`src/rtl/compare_seq.sv`:
```
// Sequential magnitude comparator: scans the operands CHUNK bits per cycle,
// MSB chunk first, and stops early at the first differing chunk.
module compare_seq #(
  parameter  int WIDTH = 8,
  parameter  int CHUNK = 2,
  localparam int NCH   = WIDTH / CHUNK,
  localparam int IW    = (NCH > 1) ? $clog2(NCH) : 1,
  localparam int CW    = $clog2(NCH) + 1
) (
  input  logic             clk,
  input  logic             rst,
  input  logic             start,
  input  logic             signed_mode,
  input  logic [WIDTH-1:0] A,
  input  logic [WIDTH-1:0] B,
  output logic             busy,
  output logic             done,
  output logic             AgtB,
  output logic             AeqB,
  output logic             AltB,
  output logic [CW-1:0]    cycles
);

  typedef enum logic {
    IDLE,
    BUSY
  } state_t;

  state_t state, state_nxt;

  logic [WIDTH-1:0] a_q, b_q;
  logic [IW-1:0]    idx;
  logic [CW-1:0]    cnt;
  logic [CHUNK-1:0] ca, cb;
  logic             fin;

  assign busy = (state == BUSY);

  always_comb begin
    ca        = a_q[int'(idx)*CHUNK +: CHUNK];
    cb        = b_q[int'(idx)*CHUNK +: CHUNK];
    fin       = 1'b0;
    state_nxt = state;
    unique case (state)
      IDLE: begin
        if (start) state_nxt = BUSY;
      end
      BUSY: begin
        fin = (ca != cb) || (idx == '0);
        if (fin) state_nxt = IDLE;
      end
      default: state_nxt = IDLE;
    endcase
  end

  // Flipping the sign bit maps two's-complement order onto unsigned order
  always_ff @(posedge clk) begin
    if (rst) begin
      state  <= IDLE;
      a_q    <= '0;
      b_q    <= '0;
      idx    <= '0;
      cnt    <= '0;
      done   <= 1'b0;
      AgtB   <= 1'b0;
      AeqB   <= 1'b0;
      AltB   <= 1'b0;
      cycles <= '0;
    end else begin
      state <= state_nxt;
      done  <= 1'b0;
      if (state == IDLE && start) begin
        a_q <= {A[WIDTH-1] ^ signed_mode, A[WIDTH-2:0]};
        b_q <= {B[WIDTH-1] ^ signed_mode, B[WIDTH-2:0]};
        idx <= IW'(NCH - 1);
        cnt <= CW'(1);
      end else if (fin) begin
        done   <= 1'b1;
        AgtB   <= (ca > cb);
        AeqB   <= (ca == cb);
        AltB   <= (ca < cb);
        cycles <= cnt;
      end else if (state == BUSY) begin
        idx <= idx - 1'b1;
        cnt <= cnt + 1'b1;
      end
    end
  end

endmodule

```
`config.mk`:
```
export PLATFORM = sky130hd
export DESIGN_NAME = compare_seq
export DESIGN_NICKNAME = d
export VERILOG_FILES = /design/src/rtl/compare_seq.sv
export SDC_FILE = /design/constraint.sdc
export NUM_CORES = 1
export LEC_CHECK = 0
export CAP_MARGIN = 20
export CORE_ASPECT_RATIO = 0.75
export CORE_UTILIZATION = 43
export CTS_BUF_LIST = sky130_fd_sc_hd__clkbuf_4
export DETAILED_ROUTE_END_ITERATION = 8
export PLACE_DENSITY = 0.7
export SYNTH_ARGS = -nofsm -noshare
export SYNTH_HDL_FRONTEND = slang
export SYNTH_SLANG_ARGS = --single-unit
export TNS_END_PERCENT = 1
```
`constraint.sdc`:
```
create_clock -name clk -period 2.5 [get_ports clk]
set_clock_uncertainty 0.1 [all_clocks]
set_input_delay 0.375 -clock clk [delete_from_list [all_inputs] [get_ports clk]]
set_output_delay 0.375 -clock clk [all_outputs]
set_load 0.05 [all_outputs]
```
; ---- Yosys cells after proc, flatten, opt, wreduce, memory -nomap -nowiden
; Index checks and enable logic that the tools add are counted.
[word_totals]
register_bits = 29
elab_cells = 44
[op_classes]
reduce_logical = 8
eq_ne = 3
shift = 2
muxes = 11
addsub = 2
order_cmp = 2
bitwise_logic = 5
[ops]
columns = op, count
row1 = $shiftx 8x4->2, 2
row2 = $mux 1, 7
row3 = $mux 2, 3
row4 = $reduce_and 2->1, 3
row5 = $add 3x1->3 const B, 1
row6 = $not 1->1, 3
row7 = $eq 2x2->1, 1
row8 = $gt 2x2->1, 1
row9 = $logic_not 2->1, 1
row10 = $lt 2x2->1, 1
row11 = $ne 2x1->1 const B, 1
row12 = $ne 2x2->1, 1
row13 = $pmux 1 s2, 1
row14 = $reduce_bool 2->1, 1
row15 = $reduce_or 2->1, 1
row16 = $sub 2x1->2 const B, 1
row17 = $xor 1x1->1, 2
row18 = $logic_and 1x1->1, 1
row19 = $logic_or 1x1->1, 1

; ---- Longest topological paths before layout
; Gate-level depths: netlist of the first run.
[depth]
depth_word = 6
depth_mapped = 8

; ---- Worst setup path after synthesis of the first run
; No wires, ideal clock.
[synth_path]
path_kind = reg2reg
start = register idx[0]
end = register cnt[1]
arrival_ns = 1.796
slack_ns = 0.477
stages_incl_launch_ff = 8
setup_ns = 0.127
cell_sequence = dfxtp_1 > buf_2 > mux4_2 > ha_1 > and4b_1 > buf_4 > mux2i_1 > nor3_1
[synth_via]
elab_chain_cells = 6
word_cells_on_any_way = 8
[synth_lines]
columns = element, line_no
row1 = from (decl), 32  ; logic [IW-1:0] idx;
row2 = from (signal assigned), 75  ; idx <= IW'(NCH - 1);
row3 = from (signal assigned), 84  ; idx <= idx - 1'b1;
row4 = $shiftx 8x4->2 (on tied branches), "40, 41"
row5 = $ne 2x2->1, 49  ; fin = (ca != cb) || (idx == '0);
row6 = $logic_or 1x1->1 (*), 49
row7 = $mux 1 (*), 44  ; unique case (state)
row8 = $not 1->1 (no line) (*), --
row9 = $reduce_and 2->1 (no line) (*), --
row10 = to (signal assigned), 85  ; cnt <= cnt + 1'b1;
row11 = to (decl), 33  ; logic [CW-1:0] cnt;
; Mark *: on every way between the ends. The rest lies on a longest branch, timed or not.
; A chain may end at the register's enable or synchronous reset.

; ---- Worst setup path in the final report of the first run
[layout_path]
start = register idx[0]
end = register idx[1]
[layout_via]
elab_chain_cells = 6
word_cells_on_any_way = 12
[layout_lines]
columns = element, line_no
row1 = $shiftx 8x4->2 (on tied branches), "40, 41"
row2 = $ne 2x2->1, 49
row3 = $logic_or 1x1->1, 49
row4 = $mux 1, 44
row5 = $ne 2x1->1 (no line), --
row6 = $reduce_and 2->1 (no line), --
; Several ways; a longest one is shown, not always the timed one. The select of a mux whose other input is x is not followed.

==> run metrics, run 1 <==
Critical Path RT 2.64 ns; simple-gate area share of the yosys netlist 0.188; Max H-tree Level 2; pwr dens 634 mW/mm^2; Post-CTS Setup Bufs 0; VDD IR-drop max 0.280 mV; HP Class reg -> reg; count of hold-fix buffers inserted at cts 0; CTS max path bufs 2; initial antenna violation count 0; Post-Synth Adder-Cell Area 0.0402; Critical Path End Type flip-flop; total track usage 0.176; Pleak 0.581 nW; CTS tree built; initial drt markers 34; max-cap violation count 0; crit-path max cell delay 0.55 ns; Inserted Clock Buffers 5; Core Footprint 0.00268 mm^2; fin crit share 0.912; complex-gate fraction of the synthesized area 0.113; Distinct cells, synth 26; synthesis-stage register bit count 29; placement-stage worst setup slack 0.237 ns; IO Count 28; largest family of logic cells by synthesized area simple AND/OR/NAND/NOR gates; # rows 16; Synth Net Count 162; height of the chip 48.6 um; actual slew at the worst max-slew pin 0.617 ns; share of layout cells above drive strength 1 0.0736; non-filler instance count after layout 199; die area 0.00312 mm^2; DRT Pass-1 Iters 4; Mapped Area 0.00125 mm^2; status complete, no violations; Antenna Violating Nets Remaining 0; antenna cells 0; Gates resized, CTS repair 0; # placed instances 192; Max Clk Rate 438 MHz; XOR/XNOR share of the synthesized area 0.0141; Reg clk slew, reported paths 0.09 ns; Vias 1026; drt drc 0; Routability Congestion 0.768; final hold violations 0; commonest non-fill, non-tap cell in the layout nand2_1; clk root buf clkbuf_4; crit path max fanout 9; Final Routed Wirelength 2.53 mm; first-pass GRT wire length 3.93 mm; port bufs 27; clk_lat worst skew 0.33 ns; post-synthesis cell count 138; fill cell count 243; Layout area overhead 25.5%; relative slew slack 0.589; crit-path cells mux4_2 -> ha_1 -> and4b_1 -> nor3_1 -> a211oi_1; Post-DP HPWL 1.79 mm; Tot Pwr 0.000992 W; Max Slew Vio Count 0; Chip Width 64.2 um; largest net degree at the start of global routing 25; Starting Density 0.465; Worst Path Class, Setup reg -> reg; Vias per Instance 5.16; final setup fails 0; Final min period 2.28 ns; mux cell area share after synthesis 0.120; clk sink count 29; Critical Path AT 2.42 ns; setup TNS 0 ns; global route overflow 0; vias in the first global route 916; RSZ-0062 raised after global routing no; most frequent cells in the layout 38 x nand2_1, 29 x dfxtp_1, 27 x clkdlybuf4s50_1, 15 x a21oi_1; Syn Area/Cell 9.03 um^2; worst setup margin 0.219 ns; YS warnings 0; startpoint types flip-flop; WL per Instance 12.7 um; register area share after synthesis 0.466; FF-to-FF setup slack 0.22 ns; final net count 187; Crit-path slowest cell mux4_2
-- power breakdown --
group	switching (W)	internal [W]
sequential	0.0000269	0.000494
combinational	0.000108	0.0000996
clock	0.000151	0.000113
-- final timing paths --
| check | startpoint | cells past startpoint | endpoint |
|---|---|---|---|
| worst max-delay path | idx[0] | 5 | idx[1] |
| worst min-delay path | b_q[2] | 2 | b_q[2] |
| worst max register to register | idx[0] | 5 | idx[1] |
| worst min register to register | b_q[2] | 2 | b_q[2] |
-- worst max-delay path: cells and delay by family, from the launching register on --
family                     cells  cell delay [ns]
AOI/OAI and AO/OA              1             0.23
and+or+nand+nor                2             0.50
muxes                          1             0.55
adders and majority gates      1             0.31
DFF                            1             0.50
-- sequential cells by signal, indices dropped and copies added (netlist names) --
register	cells
a_q	8
b_q	8
cnt	3
cycles	3
idx	2
AeqB	1
AgtB	1
AltB	1
busy	1
done	1
-- cells by family after synthesis --
| logic type | Yosys count |
|---|---|
| AND/OR/NAND/NOR | 54 |
| AO/OA/AOI/OAI | 24 |
| flip-flops | 29 |
| XOR/XNOR | 2 |
| multiplexers | 10 |
| adder cells (fa/ha/maj) | 4 |
| buffers and inverters | 15 |
-- per-layer routing --
layer / global-route usage / routed length (um) / up-vias
met3: 0.0920 / 182 / 5
met1: 0.226 / 1180 / 474
li1: - / - / 516
met4: 0.0667 / 38 / 0
met2: 0.248 / 1130 / 31
met5: 0 / 0 / -
-- through the flow --
stage	area, um^2	hold slack (ns)	utilization
floorplan	1250	0.333	-
global placement	1520	0.344	0.565
detailed placement	1520	0.349	0.565
CTS	1560	0.361	0.583
global route	1560	0.384	0.583
finish	1560	0.357	0.583
-- cells in the mapped netlist --
library cell | n | area, um^2
a21oi_1 | 15 | 75.1
o22ai_1 | 1 | 6.26
nand3_1 | 1 | 5.00
dfxtp_1 | 29 | 581
o21a_1 | 1 | 7.51
o211ai_1 | 1 | 7.51
nor2_1 | 4 | 15.0
ha_1 | 4 | 50.1
nand2_1 | 38 | 143
or3_1 | 2 | 12.5
mux2i_1 | 6 | 60.1
nor2b_1 | 1 | 6.26
and2_1 | 1 | 6.26
clkbuf_1 | 3 | 11.3
buf_4 | 3 | 22.5
mux4_2 | 4 | 90.1
a211oi_1 | 6 | 45.0
and2b_4 | 1 | 10.0
nor3_1 | 4 | 20.0
inv_1 | 4 | 15.0
xnor2_1 | 2 | 17.5
nand2b_1 | 1 | 6.26
and4b_1 | 1 | 10.0
clkinv_1 | 1 | 3.75
buf_2 | 3 | 15.0
clkbuf_2 | 1 | 5.00
-- area by class of cell --
type	instances	area (um^2)	share of cell area
tap	36	45.0	0.0288
timing repair buffer	28	278	0.178
clock inverter	1	3.75	0.00240
clock buffer	6	45.0	0.0288
multi-input combinational	94	593	0.379
sequential	29	581	0.371
inverter	5	18.8	0.0120
Note: power is estimated with default switching activity, not from simulation.
==> run 2: changes to the inputs <==
--- a/config.mk
+++ b/config.mk
@@ -8,7 +8,7 @@
 export CAP_MARGIN = 20
 export CORE_ASPECT_RATIO = 0.75
 export CORE_UTILIZATION = 43
-export CTS_BUF_LIST = sky130_fd_sc_hd__clkbuf_4
+export CTS_BUF_LIST = sky130_fd_sc_hd__clkbuf_4 sky130_fd_sc_hd__clkbuf_8
 export DETAILED_ROUTE_END_ITERATION = 8
 export PLACE_DENSITY = 0.7
 export SYNTH_ARGS = -nofsm -noshare
==> run 2 against run 1 <==
  * Critical path depth is the same
  * Global-route usage shrank 0.050 points
  * Wire length shrank 0.48%
  * Sequential share of layout area shrank 0.95 points
  * Cell area grew 2.6%
  * Combinational power is essentially flat
  * Worst setup slack gained 0.012 ns
  * Register-to-register slack is essentially flat
  * Hold slack lost 0.0026 ns
  * Total power grew 13%
  * First-iteration DRC count grew 79%
  * Sequential power is essentially flat
  * Critical endpoint is now cnt[1]
==> run metrics, run 2 (synthesized netlist as in run 1, its figures left out) <==
area of the multi-input gates 593 um^2; DRT Pass-1 Iters 4; Layout area overhead 28.8%; vias in the first global route 923; pwr dens 698 mW/mm^2; crit-path max cell delay 0.55 ns; relative slew slack 0.582; final setup fails 0; Routability Congestion 0.768; Vias 1002; Switching Fraction 0.266; fill cell count 233; WL per Instance 12.6 um; CTS max path bufs 2; HP Class reg -> reg; first-pass GRT wire length 3.99 mm; Critical Path AT 2.33 ns; Seq. cell area 581 um^2; Gates resized, CTS repair 0; Starting Density 0.465; r2r worst-path depth 5; crit path max fanout 9; most frequent cells in the layout 38 x nand2_1, 29 x dfxtp_1, 27 x clkdlybuf4s50_1, 15 x a21oi_1; Max Clk Rate 441 MHz; final hold violations 0; crit-path cells mux4_2 -> ha_1 -> and4b_1 -> mux2i_1 -> nor3_1; Logic pwr share 0.185; total track usage 0.175; max-cap violation count 0; Post-CTS Setup Bufs 0; Worst Path Class, Setup reg -> reg; startpoint types flip-flop; Vias per Instance 5.04; Clock power frac 0.349; antenna cells 0; clk sink count 29; Max Slew Vio Count 0; CTS tree built; worst reg2reg startpoint idx[0]; Final Routed Wirelength 2.51 mm; Net Sw Power 0.000299 W; actual slew at the worst max-slew pin 0.627 ns; worst hold slack 0.355 ns; share of layout cells above drive strength 1 0.0798; Seq pwr share 0.465; clk root buf clkbuf_8; CP startpoint idx[0]; VDD IR-drop max 0.313 mV; IO Count 28; fin crit share 0.908; largest net degree at the start of global routing 25; global route overflow 0; Critical Path End Type flip-flop; Chip Width 64.2 um; setup TNS 0 ns; Core Footprint 0.00268 mm^2; die area 0.00312 mm^2; Pleak 0.600 nW; # rows 16; worst setup margin 0.231 ns; Core Util, Final 0.598; Final min period 2.27 ns; port bufs 27; top flop regs a_q: 8 flops, b_q: 8 flops; FF-to-FF setup slack 0.23 ns; Crit-path slowest cell mux4_2; Max H-tree Level 2; initial antenna violation count 0; Worst Setup EP cnt[1]; drt drc 0; Tot Pwr 0.00112 W; height of the chip 48.6 um; count of hold-fix buffers inserted at cts 0; initial drt markers 61; clk_lat worst skew 0.28 ns; Inserted Clock Buffers 5; final net count 187; commonest non-fill, non-tap cell in the layout nand2_1; RSZ-0062 raised after global routing no; placement-stage worst setup slack 0.237 ns; status complete, no violations; Internal 0.000823 W; Reg clk slew, reported paths 0.06 ns; Post-DP HPWL 1.79 mm; Crit Reg-Reg Endpoint cnt[1]; Antenna Violating Nets Remaining 0; Critical Path RT 2.56 ns
run 2: area by class of cell:
cell class	instances	share of cell area
Multi-Input combinational cell	94	0.369
Inverter	5	0.0117
Clock buffer	7	0.0561
Timing Repair Buffer	28	0.173
Sequential cell	29	0.362
Tap cell	36	0.0281
run 2: how the worst min path moves through the flow:
stage | from | end | slack (ns) | depth (start not counted)
3_3_place_gp | cycles[2] | cycles[2] | 0.34 | 2
6_report | b_q[2] | b_q[2] | 0.35 | 2
3_5_place_dp | b_q[2] | b_q[2] | 0.35 | 2
2_1_floorplan | a_q[4] | a_q[4] | 0.33 | 2
4_1_cts | b_q[2] | b_q[2] | 0.36 | 2
5_1_grt | a_q[4] | a_q[4] | 0.38 | 2
run 2: power groups by stage:
stage	clock network, W	logic, W	registers [W]
after floorplan	0	0.000129	0.000545
after detailed placement	0	0.000209	0.000531
after global routing	0.000423	0.000227	0.000526
final	0.000392	0.000208	0.000522
after CTS	0.000401	0.000209	0.000521
after global placement	0	0.000203	0.000530
run 2: stage by stage:
stage	instances	area, um^2
CTS	199	1610
floorplan	138	1250
global route	199	1610
detailed placement	192	1520
global placement	192	1520
finish	199	1610
run 2: worst max-delay path: cells and delay by family (launching register included):
| family | cells | cell delay (ns) |
|---|---|---|
| flops | 1 | 0.49 |
| simple gates | 2 | 0.46 |
| fa+ha+maj | 1 | 0.31 |
| mux | 2 | 0.79 |
run 2: per-layer routing:
layer	GRT usage	wire length (um)	vias up
met3	0.0495	109	8
met5	0	0	-
met4	0.122	63	0
met1	0.229	1220	458
met2	0.248	1120	23
li1	-	-	513
